--- config.mk ---
export PLATFORM = sky130hd
export DESIGN_NAME = ex_muldiv_unit
export DESIGN_NICKNAME = d
export VERILOG_FILES = /design/src/rtl/ex_muldiv_unit.sv
export SDC_FILE = /design/constraint.sdc
export NUM_CORES = 1
export LEC_CHECK = 0
export ABC_AREA = 1
export BUFFER_PORTS_ARGS = -buffer_cell sky130_fd_sc_hd__clkbuf_2
export CAP_MARGIN = 5
export CORE_ASPECT_RATIO = 2
export CORE_UTILIZATION = 23
export CTS_BUF_LIST = sky130_fd_sc_hd__clkbuf_8 sky130_fd_sc_hd__clkbuf_16
export CTS_CLUSTER_SIZE = 12
export DETAILED_ROUTE_END_ITERATION = 7
export PLACE_DENSITY = 0.36
export SYNTH_ARGS = -nofsm -noshare
export SYNTH_HDL_FRONTEND = slang
export SYNTH_SLANG_ARGS = --single-unit
--- constraint.sdc ---
create_clock -name CLK -period 4.2 [get_ports CLK]
set_input_delay 0.84 -clock CLK [delete_from_list [all_inputs] [get_ports CLK]]
set_output_delay 0.84 -clock CLK [all_outputs]
set_load 0.05 [all_outputs]
--- src/rtl/ex_muldiv_unit.sv ---
// Iterative RV32M multiply/divide unit for the EX stage.
// Ports:
//   CLK       rising-edge clock
//   RESET     asynchronous active-low reset
//   START     ID/EX holds an M-extension instruction
//   ALU_OP    5-bit operation code from ID/EX
//   OPERAND1  rs1 value (forwarded)
//   OPERAND2  rs2 value (forwarded)
//   STALL     combinational freeze request to the hazard unit
//   DONE      one-cycle pulse, RESULT valid
//   RESULT    operation result, held until the next DONE
module ex_muldiv_unit #(
    parameter int unsigned DATA_WIDTH = 32,
    parameter int unsigned CNT_WIDTH  = 6
) (
    input  logic                  CLK,
    input  logic                  RESET,
    input  logic                  START,
    input  logic [4:0]            ALU_OP,
    input  logic [DATA_WIDTH-1:0] OPERAND1,
    input  logic [DATA_WIDTH-1:0] OPERAND2,
    output logic                  STALL,
    output logic                  DONE,
    output logic [DATA_WIDTH-1:0] RESULT
);

    localparam int unsigned DW = DATA_WIDTH;
    localparam int unsigned PW = 2 * DATA_WIDTH;
    localparam logic [CNT_WIDTH-1:0] LAST_CNT = CNT_WIDTH'(DATA_WIDTH - 1);
    localparam logic [DW-1:0] INT_MIN = {1'b1, {(DW-1){1'b0}}};

    typedef enum logic [1:0] {
        ST_IDLE,
        ST_MUL,
        ST_DIV,
        ST_DONE
    } state_t;

    state_t state, state_nxt;

    logic [CNT_WIDTH-1:0] cnt;
    logic [2:0]           op_q;
    logic                 neg_q;      // negate product / quotient
    logic                 rem_neg_q;  // remainder takes dividend sign
    logic [PW-1:0]        acc;
    logic [PW-1:0]        mcand;
    logic [DW-1:0]        mplier;
    logic [DW-1:0]        rem;
    logic [DW-1:0]        quo;
    logic [DW-1:0]        divisor;
    logic                 done_q;
    logic [DW-1:0]        result_q;

    // Operand decode at acceptance
    logic          op_valid_c, accept_c, is_div_c;
    logic          a_signed_c, b_signed_c, a_neg_c, b_neg_c;
    logic [DW-1:0] a_mag_c, b_mag_c;
    logic          div_zero_c, div_ovf_c, special_c;
    logic [DW-1:0] special_res_c;

    always_comb begin
        op_valid_c    = START & (ALU_OP[4:3] == 2'b01);
        accept_c      = (state == ST_IDLE) & op_valid_c;
        is_div_c      = ALU_OP[2];
        // mul: rs1 signed unless MULHU, rs2 signed for MUL/MULH; div: signed for DIV/REM
        a_signed_c    = is_div_c ? ~ALU_OP[0] : (ALU_OP[1:0] != 2'b11);
        b_signed_c    = is_div_c ? ~ALU_OP[0] : ~ALU_OP[1];
        a_neg_c       = a_signed_c & OPERAND1[DW-1];
        b_neg_c       = b_signed_c & OPERAND2[DW-1];
        a_mag_c       = a_neg_c ? -OPERAND1 : OPERAND1;
        b_mag_c       = b_neg_c ? -OPERAND2 : OPERAND2;
        div_zero_c    = (OPERAND2 == '0);
        div_ovf_c     = ~ALU_OP[0] & (OPERAND1 == INT_MIN) & (OPERAND2 == '1);
        special_c     = is_div_c & (div_zero_c | div_ovf_c);
        special_res_c = '0;
        if (div_zero_c) begin
            special_res_c = ALU_OP[1] ? OPERAND1 : '1;
        end else begin
            special_res_c = ALU_OP[1] ? '0 : INT_MIN;
        end
    end

    // One shift-add / restoring-divide step and final sign fix-up
    logic [PW-1:0] acc_sum_c, mul_prod_c;
    logic [DW-1:0] mul_res_c;
    logic [DW:0]   div_trial_c;
    logic [DW-1:0] rem_nxt_c, quo_nxt_c, quo_fix_c, rem_fix_c, div_res_c;

    always_comb begin
        acc_sum_c   = mplier[0] ? (acc + mcand) : acc;
        mul_prod_c  = neg_q ? -acc_sum_c : acc_sum_c;
        mul_res_c   = (op_q[1:0] == 2'b00) ? mul_prod_c[DW-1:0] : mul_prod_c[PW-1:DW];
        div_trial_c = {rem, quo[DW-1]} - {1'b0, divisor};
        if (!div_trial_c[DW]) begin
            rem_nxt_c = div_trial_c[DW-1:0];
            quo_nxt_c = {quo[DW-2:0], 1'b1};
        end else begin
            rem_nxt_c = {rem[DW-2:0], quo[DW-1]};
            quo_nxt_c = {quo[DW-2:0], 1'b0};
        end
        quo_fix_c = neg_q ? -quo_nxt_c : quo_nxt_c;
        rem_fix_c = rem_neg_q ? -rem_nxt_c : rem_nxt_c;
        div_res_c = op_q[1] ? rem_fix_c : quo_fix_c;
    end

    // State register
    always_ff @(posedge CLK or negedge RESET) begin
        if (!RESET) begin
            state <= ST_IDLE;
        end else begin
            state <= state_nxt;
        end
    end

    // Next state and stall request; stall is forced low while reset is held
    always_comb begin
        state_nxt = state;
        STALL     = 1'b0;
        case (state)
            ST_IDLE: begin
                if (accept_c) begin
                    if (special_c) begin
                        state_nxt = ST_DONE;
                    end else if (is_div_c) begin
                        state_nxt = ST_DIV;
                    end else begin
                        state_nxt = ST_MUL;
                    end
                end
                STALL = RESET & accept_c;
            end
            ST_MUL, ST_DIV: begin
                if (cnt == LAST_CNT) begin
                    state_nxt = ST_DONE;
                end
                STALL = RESET;
            end
            ST_DONE: begin
                state_nxt = ST_IDLE;
            end
            default: begin
                state_nxt = ST_IDLE;
            end
        endcase
    end

    // Datapath registers
    always_ff @(posedge CLK or negedge RESET) begin
        if (!RESET) begin
            cnt       <= '0;
            op_q      <= '0;
            neg_q     <= 1'b0;
            rem_neg_q <= 1'b0;
            acc       <= '0;
            mcand     <= '0;
            mplier    <= '0;
            rem       <= '0;
            quo       <= '0;
            divisor   <= '0;
            done_q    <= 1'b0;
            result_q  <= '0;
        end else begin
            done_q <= (state_nxt == ST_DONE);
            if (accept_c) begin
                cnt       <= '0;
                op_q      <= ALU_OP[2:0];
                neg_q     <= a_neg_c ^ b_neg_c;
                rem_neg_q <= a_neg_c;
                acc       <= '0;
                mcand     <= {{DW{1'b0}}, a_mag_c};
                mplier    <= b_mag_c;
                rem       <= '0;
                quo       <= a_mag_c;
                divisor   <= b_mag_c;
                if (special_c) begin
                    result_q <= special_res_c;
                end
            end else if (state == ST_MUL) begin
                cnt    <= cnt + CNT_WIDTH'(1);
                acc    <= acc_sum_c;
                mcand  <= mcand << 1;
                mplier <= mplier >> 1;
                if (cnt == LAST_CNT) begin
                    result_q <= mul_res_c;
                end
            end else if (state == ST_DIV) begin
                cnt <= cnt + CNT_WIDTH'(1);
                rem <= rem_nxt_c;
                quo <= quo_nxt_c;
                if (cnt == LAST_CNT) begin
                    result_q <= div_res_c;
                end
            end
        end
    end

    assign DONE   = done_q;
    assign RESULT = result_q;

endmodule

==> results of run 1 <==
==> layout by cell type, fill, tap and decap left out, drive strengths merged, types with 63 or more instances in the layout <==
| cell | count |
|---|---|
| nand2 | 1575 |
| o22ai | 84 |
| clkbuf | 148 |
| a21oi | 272 |
| buf | 655 |
| inv | 795 |
| nand3 | 353 |
| dfrtp | 301 |
| nor2 | 525 |
| o21ai | 366 |
| ha | 106 |
| nor3 | 63 |
==> timing repair <==
action,CTS,global route
setup endpoints to repair,15,32
pin swaps,6,24
setup buffers,0,5
gates resized for setup,19,136
==> metal layers <==
layer / vias to the layer above / part of all wire, % / global-route usage, %
li1: 16663 / - / -
met5: - / 0.057 / 0
met2: 784 / 53 / 52.7
met4: 16 / 13 / 30.4
met1: 15751 / 31 / 22.8
met3: 458 / 3.1 / 3.54
==> flip-flops by register name, indices dropped and copies added (netlist names), 2 cells and up <==
register	flops
acc	64
mcand	64
RESULT	32
divisor	32
mplier	32
quo	32
rem	32
cnt	6
op_q	2
state	2
==> synthesized netlist by cell type, types with 17 or more instances <==
cell type,n
sky130_fd_sc_hd__buf_2,24
sky130_fd_sc_hd__nand2_4,30
sky130_fd_sc_hd__ha_1,106
sky130_fd_sc_hd__o21ai_0,320
sky130_fd_sc_hd__a21oi_1,266
sky130_fd_sc_hd__buf_1,21
sky130_fd_sc_hd__o211ai_1,28
sky130_fd_sc_hd__nor3_1,58
sky130_fd_sc_hd__a31oi_1,25
sky130_fd_sc_hd__nand4_1,39
sky130_fd_sc_hd__nand2_1,1500
sky130_fd_sc_hd__clkbuf_1,92
sky130_fd_sc_hd__dfrtp_1,301
sky130_fd_sc_hd__nand2_2,43
sky130_fd_sc_hd__o22ai_1,84
sky130_fd_sc_hd__inv_1,773
sky130_fd_sc_hd__nor2_2,24
sky130_fd_sc_hd__o21ai_1,26
sky130_fd_sc_hd__a22oi_1,17
sky130_fd_sc_hd__nand3_1,342
sky130_fd_sc_hd__nor2_1,494
==> worst max-delay path, cell delays in order (launching register included) <==
cell and delay [ns]:
sky130_fd_sc_hd__dfrtp_1 0.42, sky130_fd_sc_hd__ha_1 0.33, sky130_fd_sc_hd__nand2_1 0.10, sky130_fd_sc_hd__nor2_1 0.40
sky130_fd_sc_hd__nand2_1 0.33, sky130_fd_sc_hd__nor2_2 0.33, sky130_fd_sc_hd__nand3_1 0.11, sky130_fd_sc_hd__buf_4 0.20
sky130_fd_sc_hd__nand2_1 0.07, sky130_fd_sc_hd__nand2_1 0.04, sky130_fd_sc_hd__nand3_1 0.10, sky130_fd_sc_hd__nand2_1 0.12
sky130_fd_sc_hd__buf_4 0.18, sky130_fd_sc_hd__nor2_1 0.18, sky130_fd_sc_hd__nand2_2 0.12, sky130_fd_sc_hd__nor2_2 0.18
sky130_fd_sc_hd__nand2_1 0.07, sky130_fd_sc_hd__nand2_1 0.11, sky130_fd_sc_hd__nand2_1 0.06, sky130_fd_sc_hd__nand2_1 0.06
sky130_fd_sc_hd__nand3_1 0.13, sky130_fd_sc_hd__nand3_1 0.13, sky130_fd_sc_hd__nand2_1 0.07, sky130_fd_sc_hd__a21oi_1 0.12
==> final cells by class <==
cell class | count | area share, %
Antenna cell | 4 | 0.0266
Clock buffer | 44 | 2.80
Clock inverter | 28 | 1.03
Inverter | 797 | 7.98
Multi-Input combinational cell | 3566 | 47.4
Sequential cell | 301 | 20.0
Tap cell | 1564 | 5.20
Timing Repair Buffer | 759 | 15.5
==> power by group <==
part	internal (mW)	switching (mW)
Combinational	11.5	18.7
Clock	2.37	1.67
Sequential	4.02	0.984
==> how the worst max path moves through the flow <==
stage	from	end	depth (start not counted)
2_1_floorplan	quo[31]	RESULT[30]	29
4_1_cts	divisor[22]	RESULT[26]	27
3_5_place_dp	OPERAND2[1]	RESULT[27]	24
6_report	acc[48]	RESULT[18]	23
3_3_place_gp	mcand[15]	RESULT[7]	24
5_1_grt	acc[13]	RESULT[29]	28
==> cell families after synthesis <==
| group | count (synthesis) | synth area share, % |
|---|---|---|
| simple gates | 2598 | 38.7 |
| buf+inv | 944 | 12.9 |
| compound gates | 837 | 16.5 |
| flops | 301 | 26.4 |
| fa+ha+maj | 108 | 4.79 |
| xor+xnor | 23 | 0.706 |
==> per-stage QoR <==
step	total power, mW	setup TNS, ns	instance area (um^2)	utilization, %	setup slack (ns)
floorplan	20.1	0	28500	-	0.251
global placement	34.6	-1.39	35600	29.0	-0.267
detailed placement	34.6	-1.82	35600	29.0	-0.303
CTS	38.9	-0.0138	37100	30.2	-0.0138
global route	42.2	-0.254	37700	30.6	-0.0608
finish	39.2	0	37700	30.6	0.139
==> impl_metrics.json, run 1 <==
{
  "status": "completed",
  "final_standard_cell_count_with_taps_included_and_fillers_excluded": 7063,
  "post_synthesis_area_per_instance_um2": 5.93,
  "total_leakage_power_nw": 19.9,
  "multi_input_area_um2": 17900,
  "grt_util_all_layers_pct": 27.5,
  "drt_first_iter_violations": 1752,
  "detail-route-antenna-nets": 0,
  "port_buffers": 105,
  "grt_antenna_before_repair": 14,
  "floorplan.core_area_um2": 123000,
  "dr_total_vias": 33672,
  "globalplace.congestion": 0.984,
  "postRouteWirelength_mm": 173,
  "timing.clock.skew_ns": 0.0520,
  "clockBufferDepth": 3,
  "cts-buffers-inserted": 40,
  "clock-sinks": 301,
  "post-dp-hpwl_mm": 144,
  "syn-cell-area_um2": 28500,
  "yosys_most_used_dff": "sky130_fd_sc_hd__dfrtp_1",
  "numPlacedInstances": 6982,
  "grt_start_max_net_pins": 156,
  "ys_ff_latch": 301,
  "synth.yosys.seq_area_share_pct": 26.4,
  "rsz_0062_raised_after_global_routing": "yes",
  "holdBufCountCts": 0,
  "max_ir_drop_vdd_mv": 0.418,
  "layout.filler_cells": 14043,
  "slew-limit-headroom_pct": 23.7,
  "synth.area.top_cells": "sky130_fd_sc_hd__dfrtp_1 (26%), sky130_fd_sc_hd__nand2_1 (20%), sky130_fd_sc_hd__inv_1 (10%), sky130_fd_sc_hd__nor2_1 (6.5%), sky130_fd_sc_hd__nand3_1 (6.0%)",
  "routed_wire_length_per_instance_um": 24.4,
  "end_kind": "register",
  "timing.final.crit_period_ns": 4.06,
  "yosys.area.top_type": "sky130_fd_sc_hd__dfrtp_1",
  "floorplan.io_pins": 106,
  "final_hold_slack_ns": 0.119,
  "synth_enable_flop_cells": 0,
  "floorplan.rows": 182,
  "synthDominantCellAreaShare_pct": 26.4,
  "clk_transition_reported_paths_ns": 0.07,
  "tritoncts": "done",
  "drc": 0,
  "critPathKind": "reg2reg",
  "regArea_um2": 7540,
  "arrival_ns": 4.59,
  "ctsHtreeMaxLevel": 2,
  "crit-reg2reg-launch": "acc[48]",
  "yosys_warns": 0,
  "final_hold_viol_count": 0,
  "final_min_period_over_clock_period_pct": 96.7,
  "r2r_cells": 23,
  "fmax_mhz": 246,
  "rrSetupSlack_ns": 0.14,
  "synthCells": 4811,
  "crit-reg2reg-capture": "RESULT[18]",
  "timing.hold.worst.class": "in2async",
  "timing.critical_path.from_type": "register",
  "cts-root-buf": "sky130_fd_sc_hd__clkbuf_16",
  "synthToLayoutAreaGrowth_pct": 32.0,
  "finalMaxSlewViolations": 0,
  "die_extent_in_x_um": 251,
  "grt_pass1_wl_mm": 245,
  "synth.distinct_cells": 60,
  "die-height_um": 500,
  "power_per_cell_area_nw_per_um2": 1040,
  "syn_nets": 4991,
  "post_drt_via_cell_ratio": 4.77,
  "worstSkewPairLatency_ns": 0.64,
  "first_global_vias": 35266,
  "die-area_um2": 126000,
  "max_cap_viol_count": 0,
  "max_slew.worst_pin.slew_ns": 1.14,
  "synthArstFlopShare_pct": 100,
  "final_net_count": 5645,
  "cp_data_required_time_ns": 4.73,
  "initial_cell_density_of_the_core_pct": 23.2,
  "detail_route.first_pass.iterations": 5,
  "timing.critical_path.fanout_max": 4,
  "drive_gt1_share_pct": 20.4,
  "setup_viol": 0,
  "grt_remaining_overflow": 0
}
Note: power is estimated with default switching activity, not from simulation.
==> inputs of run 2 (changes only) <==
SETUP_SLACK_MARGIN = 0.4   (was default)
==> impl_metrics.json, run 2 (synthesis results as in run 1) <==
{
  "cts-buffers-inserted": 39,
  "cp_data_required_time_ns": 4.74,
  "postRouteWirelength_mm": 174,
  "worstSkewPairLatency_ns": 0.64,
  "final_core_util_pct": 32.4,
  "die_extent_in_x_um": 251,
  "power_per_cell_area_nw_per_um2": 1050,
  "drc": 0,
  "first_global_vias": 34815,
  "floorplan.core_area_um2": 123000,
  "finalMaxSlewViolations": 0,
  "final_min_period_over_clock_period_pct": 90.2,
  "rsz_0062_raised_after_global_routing": "yes",
  "clock-sinks": 301,
  "grt_remaining_overflow": 0,
  "finalInstanceArea_um2": 39800,
  "clk_transition_reported_paths_ns": 0.06,
  "grt_antenna_before_repair": 20,
  "cts-root-buf": "sky130_fd_sc_hd__clkbuf_16",
  "globalplace.congestion": 0.992,
  "rrSetupSlack_ns": 0.41,
  "timing.final.ws_setup_ns": 0.411,
  "worst_hold_stages": 2,
  "max_slew.worst_pin.slew_ns": 0.960,
  "grt_start_max_net_pins": 112,
  "synthToLayoutAreaGrowth_pct": 39.6,
  "fmax_mhz": 264,
  "total_leakage_power_nw": 20.1,
  "detail_route.first_pass.iterations": 6,
  "layout_commonest_cell": "sky130_fd_sc_hd__nand2_1",
  "slew-limit-headroom_pct": 35.8,
  "r2r_cells": 29,
  "mostFrequentLayoutCells": "sky130_fd_sc_hd__nand2_1 (1,347), sky130_fd_sc_hd__inv_1 (745), sky130_fd_sc_hd__buf_4 (579), sky130_fd_sc_hd__nor2_1 (377), sky130_fd_sc_hd__dfrtp_1 (294)",
  "place_area_um2": 35200,
  "arrival_ns": 4.32,
  "initial_cell_density_of_the_core_pct": 23.2,
  "top_regs": "acc x64, mcand x64",
  "max_cap_viol_count": 0,
  "crit-reg2reg-launch": "divisor[23]",
  "tritoncts": "done",
  "final_hold_viol_count": 0,
  "grt_util_all_layers_pct": 27.3,
  "pre_cts_slack_ns": -0.377,
  "drive_gt1_share_pct": 27.3,
  "setup_viol": 0,
  "cp_dominant_cell_by_count": "sky130_fd_sc_hd__nand2_4",
  "port_buffers": 105,
  "critical_path.max_stage_delay_ns": 0.35,
  "detail-route-antenna-nets": 0,
  "timing.hold.worst.class": "reg2reg",
  "post-dp-hpwl_mm": 142,
  "timing.final.crit_period_ns": 3.79,
  "max_ir_drop_vdd_mv": 0.365,
  "drt_first_iter_violations": 1801,
  "clockBufferDepth": 3,
  "critPathKind": "reg2reg",
  "routed_wire_length_per_instance_um": 24.6,
  "timing.critical_path.from_type": "register",
  "die-height_um": 500,
  "end_kind": "register",
  "post_drt_via_cell_ratio": 4.80,
  "status": "completed",
  "crit_path_top_delay_cell": "sky130_fd_sc_hd__dfrtp_1",
  "timing.hold.worst_endpoint": "op_q[0]",
  "timing.critical_path.fanout_max": 3,
  "floorplan.io_pins": 106,
  "grt_pass1_wl_mm": 242,
  "die-area_um2": 126000,
  "floorplan.rows": 182,
  "min_from": "op_q[0]",
  "timing.clock.skew_ns": 0.0395,
  "ctsHtreeMaxLevel": 2,
  "crit-reg2reg-capture": "RESULT[30]",
  "final_net_count": 5640,
  "dr_total_vias": 33912
}
run 2: changes by cell type in the layout (fill, tap and decap cells not counted), moves of 38 or more:
cell and delta:
sky130_fd_sc_hd__nand2_1 -134, sky130_fd_sc_hd__nand2_2 +109, sky130_fd_sc_hd__nor2_1 -79, sky130_fd_sc_hd__ha_1 -60, sky130_fd_sc_hd__ha_4 +59, sky130_fd_sc_hd__nor2_2 +47
sky130_fd_sc_hd__buf_4 -41, sky130_fd_sc_hd__nand3_1 -38
run 2: metal layers:
layer / vias to the layer above / GRT usage (%) / wire length (um)
met5: - / 0 / 139
met4: 22 / 27.5 / 21400
met1: 15927 / 23.3 / 53400
met2: 830 / 52.8 / 93500
li1: 16652 / - / -
met3: 481 / 3.23 / 5360
run 2: power by group:
| group | total, mW | switching, mW | leakage, nW | internal [mW] |
|---|---|---|---|---|
| clock | 3.80 | 1.67 | 0.687 | 2.12 |
| sequential | 5.18 | 1.16 | 3.85 | 4.02 |
| combinational | 33.0 | 20.0 | 15.5 | 13.0 |
| total | 42.0 | 22.9 | 20.1 | 19.1 |
run 2: final cells by class:
class,count,area (um^2)
multi-input cells,3566,19900
clock buffers,48,1100
inverters,797,3010
repair buffers,755,6030
diodes,6,15.0
flip-flops and latches,301,7540
clock inverters,22,256
well taps,1564,1960
fillers,13854,83100
run 2: per-stage QoR:
stage | hold WS [ns] | power (mW) | TNS (ns) | instances
floorplan | 0.446 | 20.1 | 0 | 4811
global placement | 0.471 | 34.0 | -3.42 | 6922
detailed placement | 0.475 | 33.9 | -3.28 | 6922
CTS | 0.493 | 39.6 | 0 | 7027
global route | 0.516 | 44.9 | 0 | 7057
finish | 0.495 | 42.0 | 0 | 7059
run 2: worst max-delay path: cells and delay by family, from the launching register on:
family,cells,cell delay [ns]
AND/OR/NAND/NOR,14,1.37
flip-flops,1,0.35
adder cells (fa/ha/maj),2,0.44
AO/OA/AOI/OAI,7,0.80
buffers and inverters,6,0.68
run 2: how the worst max path moves through the flow:
stage / from / to / slack, ns / cells after the start
finish: divisor[23] / RESULT[30] / 0.41 / 29
global route: mcand[9] / RESULT[28] / 0.27 / 29
CTS: mcand[0] / RESULT[16] / 0.29 / 26
detailed placement: OPERAND2[1] / RESULT[27] / -0.38 / 24
global placement: OPERAND2[1] / RESULT[27] / -0.41 / 24
floorplan: quo[31] / RESULT[30] / 0.44 / 29
run 2: repair_timing:
item                       CTS  global route
buffers inserted            34            22
setup endpoints to repair   32            32
hold endpoints to repair     1             0
hold buffers                 1             0
cloned                       0             4
gates resized for setup    287           404
pin swaps                   76           126
==> inputs of run 3 (changes only) <==
CORE_MARGIN = 1.5   (was default)
REMOVE_ABC_BUFFERS = 1   (was default)
==> impl_metrics.json, run 3 (synthesis results as in run 1) <==
{
  "routed_wire_length_per_instance_um": 23.7,
  "postRouteWirelength_mm": 172,
  "grt_util_all_layers_pct": 27.1,
  "combinationalPowerShare_pct": 79.4,
  "timing.hold.worst.class": "in2async",
  "timing.critical_path.from_type": "register",
  "holdBufCountCts": 0,
  "grt_antenna_before_repair": 13,
  "layout_commonest_cell": "sky130_fd_sc_hd__nand2_1",
  "final_net_count": 5862,
  "ctsHtreeMaxLevel": 2,
  "cell_internal_pwr_mw": 20.6,
  "floorplan.core_area_um2": 123000,
  "final_standard_cell_count_with_taps_included_and_fillers_excluded": 7277,
  "max_cap_viol_count": 0,
  "power.total_mw": 44.3,
  "cts-buffers-inserted": 40,
  "rsz_0062_raised_after_global_routing": "yes",
  "mostFrequentLayoutCells": "sky130_fd_sc_hd__nand2_1 (1,287), sky130_fd_sc_hd__buf_4 (793), sky130_fd_sc_hd__inv_1 (747), sky130_fd_sc_hd__nor2_1 (391), sky130_fd_sc_hd__dfrtp_1 (295)",
  "drt_first_iter_violations": 1521,
  "tritoncts": "done",
  "total_leakage_power_nw": 21.4,
  "final_core_util_pct": 34.1,
  "critPathKind": "reg2reg",
  "drc": 0,
  "worstSkewPairLatency_ns": 0.63,
  "max_ir_drop_vdd_mv": 0.468,
  "numPlacedInstances": 7110,
  "timing.final.crit_period_ns": 3.92,
  "power.clock.fraction_pct": 9.1,
  "timing.critical_path.fanout_max": 4,
  "post-dp-hpwl_mm": 142,
  "slew-limit-headroom_pct": 30.2,
  "power_per_cell_area_nw_per_um2": 1060,
  "finalMaxSlewViolations": 0,
  "top_regs": "acc x64, mcand x64",
  "status": "completed",
  "netSwitchingFraction_pct": 53.5,
  "detail-route-antenna-nets": 0,
  "grt_pass1_wl_mm": 245,
  "power.share.sequential_pct": 11.5,
  "detail_route.first_pass.iterations": 5,
  "timing.clock.skew_ns": 0.0303,
  "cts-root-buf": "sky130_fd_sc_hd__clkbuf_16",
  "post_drt_via_cell_ratio": 4.77,
  "end_kind": "register",
  "die-area_um2": 126000,
  "grt_start_max_net_pins": 100,
  "cp_data_required_time_ns": 4.76,
  "setup_viol": 0,
  "tns_ns": 0,
  "total_switching_power_mw": 23.7,
  "globalplace.congestion": 1.00,
  "clockBufferDepth": 3,
  "clock-sinks": 301,
  "initial_cell_density_of_the_core_pct": 23.2,
  "max_slew.worst_pin.slew_ns": 1.05,
  "floorplan.rows": 182,
  "die-height_um": 501,
  "layout.filler_cells": 13827,
  "synthToLayoutAreaGrowth_pct": 46.9,
  "first_global_vias": 36066,
  "final_min_period_over_clock_period_pct": 93.4,
  "floorplan.io_pins": 106,
  "arrival_ns": 4.49,
  "dr_total_vias": 34717,
  "fmax_mhz": 255,
  "drive_gt1_share_pct": 31.3,
  "port_buffers": 105,
  "grt_remaining_overflow": 0,
  "die_extent_in_x_um": 252,
  "final_hold_viol_count": 0,
  "clk_transition_reported_paths_ns": 0.07
}
-- run 3: final timing paths --
kind / from / to / slack, ns / depth (start not counted)
hold / removal: RESET / mplier[3] / 0.07 / 1
setup reg to reg: mcand[19] / RESULT[10] / 0.28 / 27
setup / recovery: mcand[19] / RESULT[10] / 0.28 / 27
hold reg to reg: mplier[2] / mplier[2] / 0.50 / 2
max in group asynchronous: RESET / divisor[6] / 3.13 / 2
min in group CLK: mplier[2] / mplier[2] / 0.50 / 2
-- run 3: layout make-up --
cell class	instances	area (um^2)	share of cell area, %
multi-input cells	3566	20200	48.3
repair buffers	976	7740	18.5
flip-flops and latches	301	7540	18.0
inverters	797	3020	7.22
well taps	1564	1960	4.67
clock buffers	45	1080	2.58
clock inverters	26	332	0.791
diodes	2	5.00	0.0119
-- run 3: per-stage QoR --
stage / worst slack (ns) / area, um^2 / hold slack (ns)
6_report: 0.277 / 41900 / 0.0720
5_1_grt: 0.133 / 41900 / 0.0616
4_1_cts: 0.226 / 40500 / 0.0433
3_5_place_dp: -0.754 / 36500 / 0.466
3_3_place_gp: -0.785 / 36500 / 0.477
2_1_floorplan: -7.20 / 27900 / 0.446
-- run 3: power groups by stage --
stage,combinational (mW),clock (mW),sequential (mW)
final,35.2,4.01,5.10
after global routing,38.0,4.18,5.23
after CTS,33.6,4.14,5.06
after detailed placement,30.1,0,5.00
after global placement,30.1,0,5.01
after floorplan,14.7,0,4.83
-- run 3: routing by layer --
metal	GRT usage [%]	routed length, um	vias up
met5	0	116	-
met4	23.0	18200	16
met3	2.56	4230	418
met2	56.1	98000	685
met1	22.2	51800	16503
li1	-	-	17095
-- run 3: repair_timing --
action                     CTS  global route
setup buffers               57            35
gates resized for setup    508           298
cloned                       2             0
pin swaps                  116           113
setup endpoints to repair   32            37
-- run 3: worst max-delay path, stage by stage (launching register included) --
cell and delay (ns):
sky130_fd_sc_hd__dfrtp_1 0.43, sky130_fd_sc_hd__ha_4 0.29, sky130_fd_sc_hd__buf_4 0.11, sky130_fd_sc_hd__buf_6 0.11
sky130_fd_sc_hd__nand2_1 0.06, sky130_fd_sc_hd__nand2_2 0.07, sky130_fd_sc_hd__nand2_1 0.07, sky130_fd_sc_hd__nand2_2 0.09
sky130_fd_sc_hd__inv_2 0.05, sky130_fd_sc_hd__nand2_4 0.13, sky130_fd_sc_hd__inv_4 0.06, sky130_fd_sc_hd__buf_4 0.12
sky130_fd_sc_hd__nand4_1 0.32, sky130_fd_sc_hd__nand3_1 0.17, sky130_fd_sc_hd__nand2_1 0.14, sky130_fd_sc_hd__buf_6 0.12
sky130_fd_sc_hd__nand4_1 0.16, sky130_fd_sc_hd__buf_4 0.20, sky130_fd_sc_hd__nor2_2 0.08, sky130_fd_sc_hd__nand2_2 0.09
sky130_fd_sc_hd__nand2_2 0.10, sky130_fd_sc_hd__nand2_4 0.08, sky130_fd_sc_hd__o21ai_2 0.15, sky130_fd_sc_hd__nand3_2 0.16
sky130_fd_sc_hd__buf_12 0.22, sky130_fd_sc_hd__nand3_1 0.08, sky130_fd_sc_hd__nand2_1 0.08, sky130_fd_sc_hd__a21oi_2 0.13
